$ cat src/rtl/cpu_pkg.sv
// rtl/cpu_pkg.sv - cpu_controller shared types, IR field constants and instruction classifier
package cpu_pkg;

  typedef enum logic [2:0] {
    S_WAIT,
    S_DECODE,
    S_WRITE_IMM,
    S_GET_A,
    S_GET_B,
    S_ALU,
    S_WRITE_REG,
    S_HALT
  } state_t;

  localparam logic [2:0] OPC_MOV = 3'b110;
  localparam logic [2:0] OPC_ALU = 3'b101;

  localparam logic [1:0] OP_MOV_REG = 2'b00;
  localparam logic [1:0] OP_MOV_IMM = 2'b10;
  localparam logic [1:0] OP_ADD     = 2'b00;
  localparam logic [1:0] OP_CMP     = 2'b01;
  localparam logic [1:0] OP_AND     = 2'b10;
  localparam logic [1:0] OP_MVN     = 2'b11;

  localparam logic [1:0] VSEL_C     = 2'd0;
  localparam logic [1:0] VSEL_PC    = 2'd1;
  localparam logic [1:0] VSEL_IMM8  = 2'd2;
  localparam logic [1:0] VSEL_MDATA = 2'd3;

  // One-hot register-index select; all-zero selects nothing and yields index 0.
  localparam logic [2:0] NSEL_NONE = 3'b000;
  localparam logic [2:0] NSEL_RN   = 3'b001;
  localparam logic [2:0] NSEL_RD   = 3'b010;
  localparam logic [2:0] NSEL_RM   = 3'b100;

  typedef enum logic [2:0] {
    CLS_ILLEGAL,
    CLS_MOV_IMM,
    CLS_MOV_REG,
    CLS_ADD,
    CLS_CMP,
    CLS_AND,
    CLS_MVN
  } inst_class_t;

  function automatic inst_class_t classify(input logic [2:0] opcode, input logic [1:0] op);
    inst_class_t cls;
    cls = CLS_ILLEGAL;
    if (opcode == OPC_MOV) begin
      if (op == OP_MOV_IMM)      cls = CLS_MOV_IMM;
      else if (op == OP_MOV_REG) cls = CLS_MOV_REG;
    end else if (opcode == OPC_ALU) begin
      case (op)
        OP_ADD:  cls = CLS_ADD;
        OP_CMP:  cls = CLS_CMP;
        OP_AND:  cls = CLS_AND;
        default: cls = CLS_MVN;
      endcase
    end
    return cls;
  endfunction

endpackage

$ cat src/rtl/inst_decoder.sv
// rtl/inst_decoder.sv - combinational IR field split, register-index mux and immediate sign extension
module inst_decoder
  import cpu_pkg::*;
(
  input  logic [15:0] ir,
  input  logic [2:0]  nsel,
  output logic [2:0]  readnum,
  output logic [2:0]  writenum,
  output logic [15:0] sximm5,
  output logic [15:0] sximm8,
  output logic [1:0]  shift_fld,
  output logic [1:0]  op,
  output logic [2:0]  opcode
);

  logic [2:0] rn;
  logic [2:0] rd;
  logic [2:0] rm;
  logic [2:0] rnum;

  assign opcode    = ir[15:13];
  assign op        = ir[12:11];
  assign rn        = ir[10:8];
  assign rd        = ir[7:5];
  assign shift_fld = ir[4:3];
  assign rm        = ir[2:0];

  // AND-OR mux keeps the register index at 0 whenever nothing is selected.
  assign rnum = ({3{nsel[0]}} & rn) | ({3{nsel[1]}} & rd) | ({3{nsel[2]}} & rm);

  assign readnum  = rnum;
  assign writenum = rnum;

  assign sximm8 = {{8{ir[7]}}, ir[7:0]};
  assign sximm5 = {{11{ir[4]}}, ir[4:0]};

endmodule

$ cat src/rtl/cpu_controller.sv
// rtl/cpu_controller.sv - instruction register and control FSM for datapath; CPU_CTRL_ILLEGAL_TRAP_EN selects halt-on-illegal
module cpu_controller
  import cpu_pkg::*;
(
  input  logic        clk,
  input  logic        reset,
  input  logic        s,
  input  logic        load,
  input  logic [15:0] in,
  output logic        w,
  output logic        halt,
  output logic [2:0]  readnum,
  output logic [2:0]  writenum,
  output logic [1:0]  vsel,
  output logic        loada,
  output logic        loadb,
  output logic        loadc,
  output logic        loads,
  output logic        write,
  output logic        asel,
  output logic        bsel,
  output logic [1:0]  shift,
  output logic [1:0]  ALUop,
  output logic [15:0] sximm8,
  output logic [15:0] sximm5
);

  state_t      state;
  state_t      state_nxt;
  logic [15:0] ir;
  logic [2:0]  nsel;
  logic [1:0]  shift_fld;
  logic [1:0]  op;
  logic [2:0]  opcode;
  inst_class_t cls;

  inst_decoder u_dec (
    .ir        (ir),
    .nsel      (nsel),
    .readnum   (readnum),
    .writenum  (writenum),
    .sximm5    (sximm5),
    .sximm8    (sximm8),
    .shift_fld (shift_fld),
    .op        (op),
    .opcode    (opcode)
  );

  assign cls = classify(opcode, op);

  // IR only accepts a new word while idle, so an in-flight instruction is never disturbed.
  always_ff @(posedge clk or posedge reset) begin
    if (reset) begin
      state <= S_WAIT;
      ir    <= '0;
    end else begin
      state <= state_nxt;
      if (state == S_WAIT && load) ir <= in;
    end
  end

  always_comb begin
    state_nxt = state;
    nsel      = NSEL_NONE;
    vsel      = VSEL_C;
    loada     = 1'b0;
    loadb     = 1'b0;
    loadc     = 1'b0;
    loads     = 1'b0;
    write     = 1'b0;
    asel      = 1'b0;
    bsel      = 1'b0;
    shift     = 2'b00;
    ALUop     = 2'b00;
    case (state)
      S_WAIT: begin
        if (s) state_nxt = S_DECODE;
      end
      S_DECODE: begin
        case (cls)
          CLS_MOV_IMM:                  state_nxt = S_WRITE_IMM;
          CLS_MOV_REG, CLS_MVN:         state_nxt = S_GET_B;
          CLS_ADD, CLS_CMP, CLS_AND:    state_nxt = S_GET_A;
          default: begin
`ifdef CPU_CTRL_ILLEGAL_TRAP_EN
            state_nxt = S_HALT;
`else
            state_nxt = S_WAIT;
`endif
          end
        endcase
      end
      S_GET_A: begin
        nsel      = NSEL_RN;
        loada     = 1'b1;
        state_nxt = S_GET_B;
      end
      S_GET_B: begin
        nsel      = NSEL_RM;
        loadb     = 1'b1;
        state_nxt = S_ALU;
      end
      S_ALU: begin
        shift = shift_fld;
        // MOV reg reuses the adder with A forced to zero.
        if (cls == CLS_MOV_REG) begin
          asel  = 1'b1;
          ALUop = 2'b00;
        end else begin
          ALUop = op;
        end
        if (cls == CLS_CMP) begin
          loads     = 1'b1;
          state_nxt = S_WAIT;
        end else begin
          loadc     = 1'b1;
          state_nxt = S_WRITE_REG;
        end
      end
      S_WRITE_REG: begin
        nsel      = NSEL_RD;
        vsel      = VSEL_C;
        write     = 1'b1;
        state_nxt = S_WAIT;
      end
      S_WRITE_IMM: begin
        nsel      = NSEL_RN;
        vsel      = VSEL_IMM8;
        write     = 1'b1;
        state_nxt = S_WAIT;
      end
      S_HALT: begin
        state_nxt = S_HALT;
      end
      default: begin
        state_nxt = S_WAIT;
      end
    endcase
  end

  assign w = (state == S_WAIT);

`ifdef CPU_CTRL_ILLEGAL_TRAP_EN
  assign halt = (state == S_HALT);
`else
  assign halt = 1'b0;
`endif

endmodule
$ cat config.mk
export PLATFORM = sky130hd
export DESIGN_NAME = cpu_controller
export DESIGN_NICKNAME = d
export VERILOG_FILES = /design/src/rtl/cpu_pkg.sv /design/src/rtl/inst_decoder.sv /design/src/rtl/cpu_controller.sv
export SDC_FILE = /design/constraint.sdc
export NUM_CORES = 1
export LEC_CHECK = 0
export CORE_MARGIN = 4
export CORE_UTILIZATION = 40
export DETAILED_ROUTE_END_ITERATION = 6
export GPL_ROUTABILITY_DRIVEN = 0
export PLACE_DENSITY = 0.79
export SETUP_SLACK_MARGIN = 0.2
export SYNTH_ARGS = -nofsm -noshare
export SYNTH_HDL_FRONTEND = slang
export SYNTH_SLANG_ARGS = --single-unit
$ cat constraint.sdc
create_clock -name clk -period 2.1 [get_ports clk]
set_input_delay 0.42 -clock clk [delete_from_list [all_inputs] [get_ports clk]]
set_output_delay 0.42 -clock clk [all_outputs]
set_load 0.03 [all_outputs]
# After elaboration in Yosys (flattened, before gate mapping)
# Cells that the tools add are included.
# word_totals
register_bits	19
in_bits	20
# op_classes
n_eq_ne	18
n_mux	23
n_bitwise	5
reduce_logical	7
# op_table
op	n
$eq A3 B3 Y1 const B	9
$pmux W3 S3	3
$pmux W3 S7	1
$eq A3 B2 Y1 const B	4
$mux W2	6
$mux W3	4
$and A3 B3 Y3	3
$mux W1	9
$eq A3 B1 Y1 const B	2
$or A3 B3 Y3	2
$reduce_or A2 Y1	3
$logic_not A3 Y1	1
$reduce_or A3 Y1	1
$eq A2 B1 Y1 const B	1
$eq A2 B2 Y1 const B	1
$logic_not A2 Y1	1
$ne A2 B2 Y1 const B	1
$logic_and A1 B1 Y1	1

# Depth between registers and ports, before layout
# depth
depth_word	8
mapped_depth	6
ltp_nobuf	5

# Modules after synthesis
# From an unflattened synthesis, not the netlist that was laid out.
# hier_totals
hier_cells	146
hier_area_um2	1453.9
# modules_own_cells
module	instances	cells_per_inst	area_per_inst_um2	seq_area_each_um2
cpu_controller	1	98	1097.3	475.5
inst_decoder	1	48	356.6	0.0

# Least setup slack after synthesis
# No wires, ideal clock.
# synth_path
kind	register to output
start	register state[2]
end	output port writenum[0]
t_arrival_ps	2042
required_ps	1680
path_slack_ps	-362
stages_incl_launch_ff	6
n_path_buf	2
cell_sequence	dfrtp_1 -> buf_6 -> inv_1 -> nor3_1 -> a22o_1 -> buf_4
# synth_via
elab_chain_len	6
# synth_rtl
element	line_no	source
start, declared	cpu_controller.sv:28	state_t state;
start signal, assigned	cpu_controller.sv:57	state <= state_nxt;
$eq A3 B2 Y1	cpu_controller.sv:75	case (state)
$reduce_or A2 Y1 (no line)	n/a	
$pmux W3 S3 (*)	cpu_controller.sv:75	
$and A3 B3 Y3	inst_decoder.sv:29	assign rnum = ({3{nsel[0]}} & rn) | ({3{nsel[1]}} & rd) | ({3{nsel[2]}} & rm);
$or A3 B3 Y3	inst_decoder.sv:29	
$or A3 B3 Y3 (*)	inst_decoder.sv:29	
end, declared	cpu_controller.sv:13	output logic [2:0] writenum,
# Every way passes the cells marked *; elsewhere a longest branch is shown, timed or not.

# Final worst setup path
# layout_path
start	register ir[12]
end	output port asel
# layout_via
elab_chain_len	7
# layout_rtl
element	line_no	source
start, declared	cpu_controller.sv:30	logic [15:0] ir;
start signal, assigned	cpu_controller.sv:58	if (state == S_WAIT && load) ir <= in;
$eq A2 B2 Y1 (tied with other cells)	cpu_pkg.sv:50, cpu_pkg.sv:53	
$pmux W3 S3 or $mux W2 (tied branches)	cpu_pkg.sv:53, cpu_pkg.sv:51	
$mux W3 or $mux W2 (tied branches)	cpu_pkg.sv:52, cpu_pkg.sv:50	
$mux W3 (*)	cpu_pkg.sv:49	if (opcode == OPC_MOV) begin
$eq A3 B2 Y1 (*)	cpu_controller.sv:106	if (cls == CLS_MOV_REG) begin
$mux W1 (*)	cpu_controller.sv:106	
$mux W1 (*)	cpu_controller.sv:75	
end, declared	cpu_controller.sv:20	output logic asel,
# Marked as above.

==> flow_summary.ini <==
[run_status]
status = finished, violations left
violations = setup timing

[yosys]
syn_area_per_cell_um2 = 10.1
synth_compound_area_share_pct = 8.61
synth_top_area_share_pct = 33.7
synth.most_common_cell = buf_4
yosysTopAreaCell = dfrtp_1
synth_area_um2 = 1410
synth_mux_area_share_pct = 13.3
yosys-top-cells-area = dfrtp_1, buf_4, mux2_4
ys_seq_area_share_pct = 33.7
ys_seq_elements = 19
async_reset_ff_share_pct = 100
synth-main-ff-cell = dfrtp_1
synth_edf_count = 0
synth-simple-area-share_pct = 15.0
synth_top_family_by_area = buffers and inverters
synth_fa_ha_area_share_pct = 2.66
synth_xor_area_share_pct = 0.622
synthTopCellsByCount = buf_4, dfrtp_1, mux2_4, nor2_1
netlist_instances = 139
ys_types = 35
yosysWarnings = 0

[timing]
slew_viol_final = 0
worstMarginPinSlew_ps = 734
fin_skew_ps = 7.13
min_period_ps = 2280
report.final.setup_viol = 5
hold_violations = 0
fmax_mhz = 438
slew_headroom_pct = 51.0
rsz0062_at_grt = yes
period_share_pct = 109
setup_ws_ps = -182

[clock_tree]
cts_max_path_buffers = 2
clk_pin_slew_worst_paths_ps = 110
cts_tree = yes
cts_root_buf = clkbuf_4
cts.sinks = 19
clk_latency_ps = 300
cts_max_level = 1
cts_buffers = 3
cts_hold_buf = 0

[setup_path]
cp_top_family = simple AND/OR/NAND/NOR gates
worst_setup_path_end_kind = output pin
start_kind = flip-flop
cp_max_fo = 3
worstRegToRegCells = 10
max_stage_delay_ps = 510
crit_required_ps = 1680
cp.depth = 7
crit_slowest_cell = or4b_4
arrival_ps = 1860
crit_buf_inv = 3
crit_top_cell = buf_6
critical_path_class = reg2out
path_cells = inv_2, ha_4, nand2_2, or4b_4, buf_6, nor2_4, buf_6

[flow_run]
cap_violations = 0

[global_route]
grt_util_met2_pct = 31.5
grt_pass1_wl_mm = 5.38
grt_pass1_vias = 1146
overflow = 0
grtUsageMet1_pct = 17.0
busiest_layer = met2
grt_use_total_pct = 15.6
use_met3_pct = 3.66
grt_max_degree = 20
antenna_found_initial = 0

[floorplan]
io_pins = 73
die-area_um2 = 4540
core_area_um2 = 3360
rows = 21
dieHeight_um = 67.3
die_x_um = 67.3
start_util_pct = 41.9

[placed_design]
place_hpwl_mm = 2.64
place_area_um2 = 1910
portBuffers = 69

[drt]
vias = 1134
dr.pass1.iters = 4
drt-initial-drc-count = 26
antenna_left = 0
via_per_inst = 4.69
drc = 0
post_drt_wl_per_cell_um = 14.9
postRouteWirelength_mm = 3.62

[layout]
regArea_um2 = 479
nets = 220
drive_gt1_share_pct = 45.9
diodes = 0
area_growth_pct = 55.0
multiInputGateArea_um2 = 711
num-fill-cells = 297
design_area_um2 = 2180

[worst_hold_path]
min_path_type = reg2reg
whs_path_depth = 1
## placed cells by master, fill, tap and decap left out, types with 4 or more instances in the layout
master,count
clkbuf_4,4
buf_4,21
o21ai_0,4
mux2_2,6
dfrtp_1,16
buf_6,19
mux2_4,8
nor2_1,5
dlygate4sd2_1,22
dlymetal6s2s_1,5
clkdlybuf4s50_1,24
## worst paths after layout
path                       slack [ps]        to    from
setup reg to reg                  230  state[2]  ir[12]
setup / recovery                 -180      asel  ir[12]
hold / removal                    530    ir[10]  ir[10]
min in group asynchronous         540     ir[2]   reset
hold reg to reg                   530    ir[10]  ir[10]
max in group asynchronous        1040  state[1]   reset
## flip-flops by register name (all words and copies together), names as in the netlist
register	cells
ir	16
state	3
## cell families after synthesis
logic type	Yosys count
buf+inv	49
other cells	1
simple gates	36
xor+xnor	1
compound gates	16
flops	19
fa+ha+maj	3
mux	14
## through the flow
stage | utilization (%) | setup TNS [ps] | cells | hold slack [ps] | setup slack [ps]
2_1_floorplan | - | 0 | 141 | 371 | 143
3_3_place_gp | 56.8 | -547 | 225 | 499 | -273
3_5_place_dp | 56.8 | -666 | 225 | 507 | -333
4_1_cts | 62.2 | -503 | 236 | 534 | -174
5_1_grt | 64.9 | -1080 | 242 | 547 | -258
6_report | 64.9 | -707 | 242 | 529 | -182
## timing repair
item	in CTS	in global routing
gates resized for setup	86	22
pin swaps	10	7
setup buffers	7	6
setup endpoints to repair	38	22
cloned	0	0
## per-layer routing
layer  routed length (um)  part of all wire [%]  vias up
met5                    0                     0        -
met4                   29                  0.80        0
met3                  166                   4.6        4
met2                 2090                    58       38
met1                 1330                    37      544
li1                     -                     -      548
## area by class of cell
| cell class | instances | area share, % |
|---|---|---|
| clock inverter | 1 | 0.229 |
| timing repair buffer | 95 | 40.7 |
| tap | 46 | 2.64 |
| sequential | 19 | 21.9 |
| inverter | 5 | 0.860 |
| clock buffer | 3 | 1.03 |
| multi-input combinational | 73 | 32.6 |
Power is left out: the tool's default activity adds up to more than one toggle a clock period on the data nets, which glitch-free logic cannot reach.
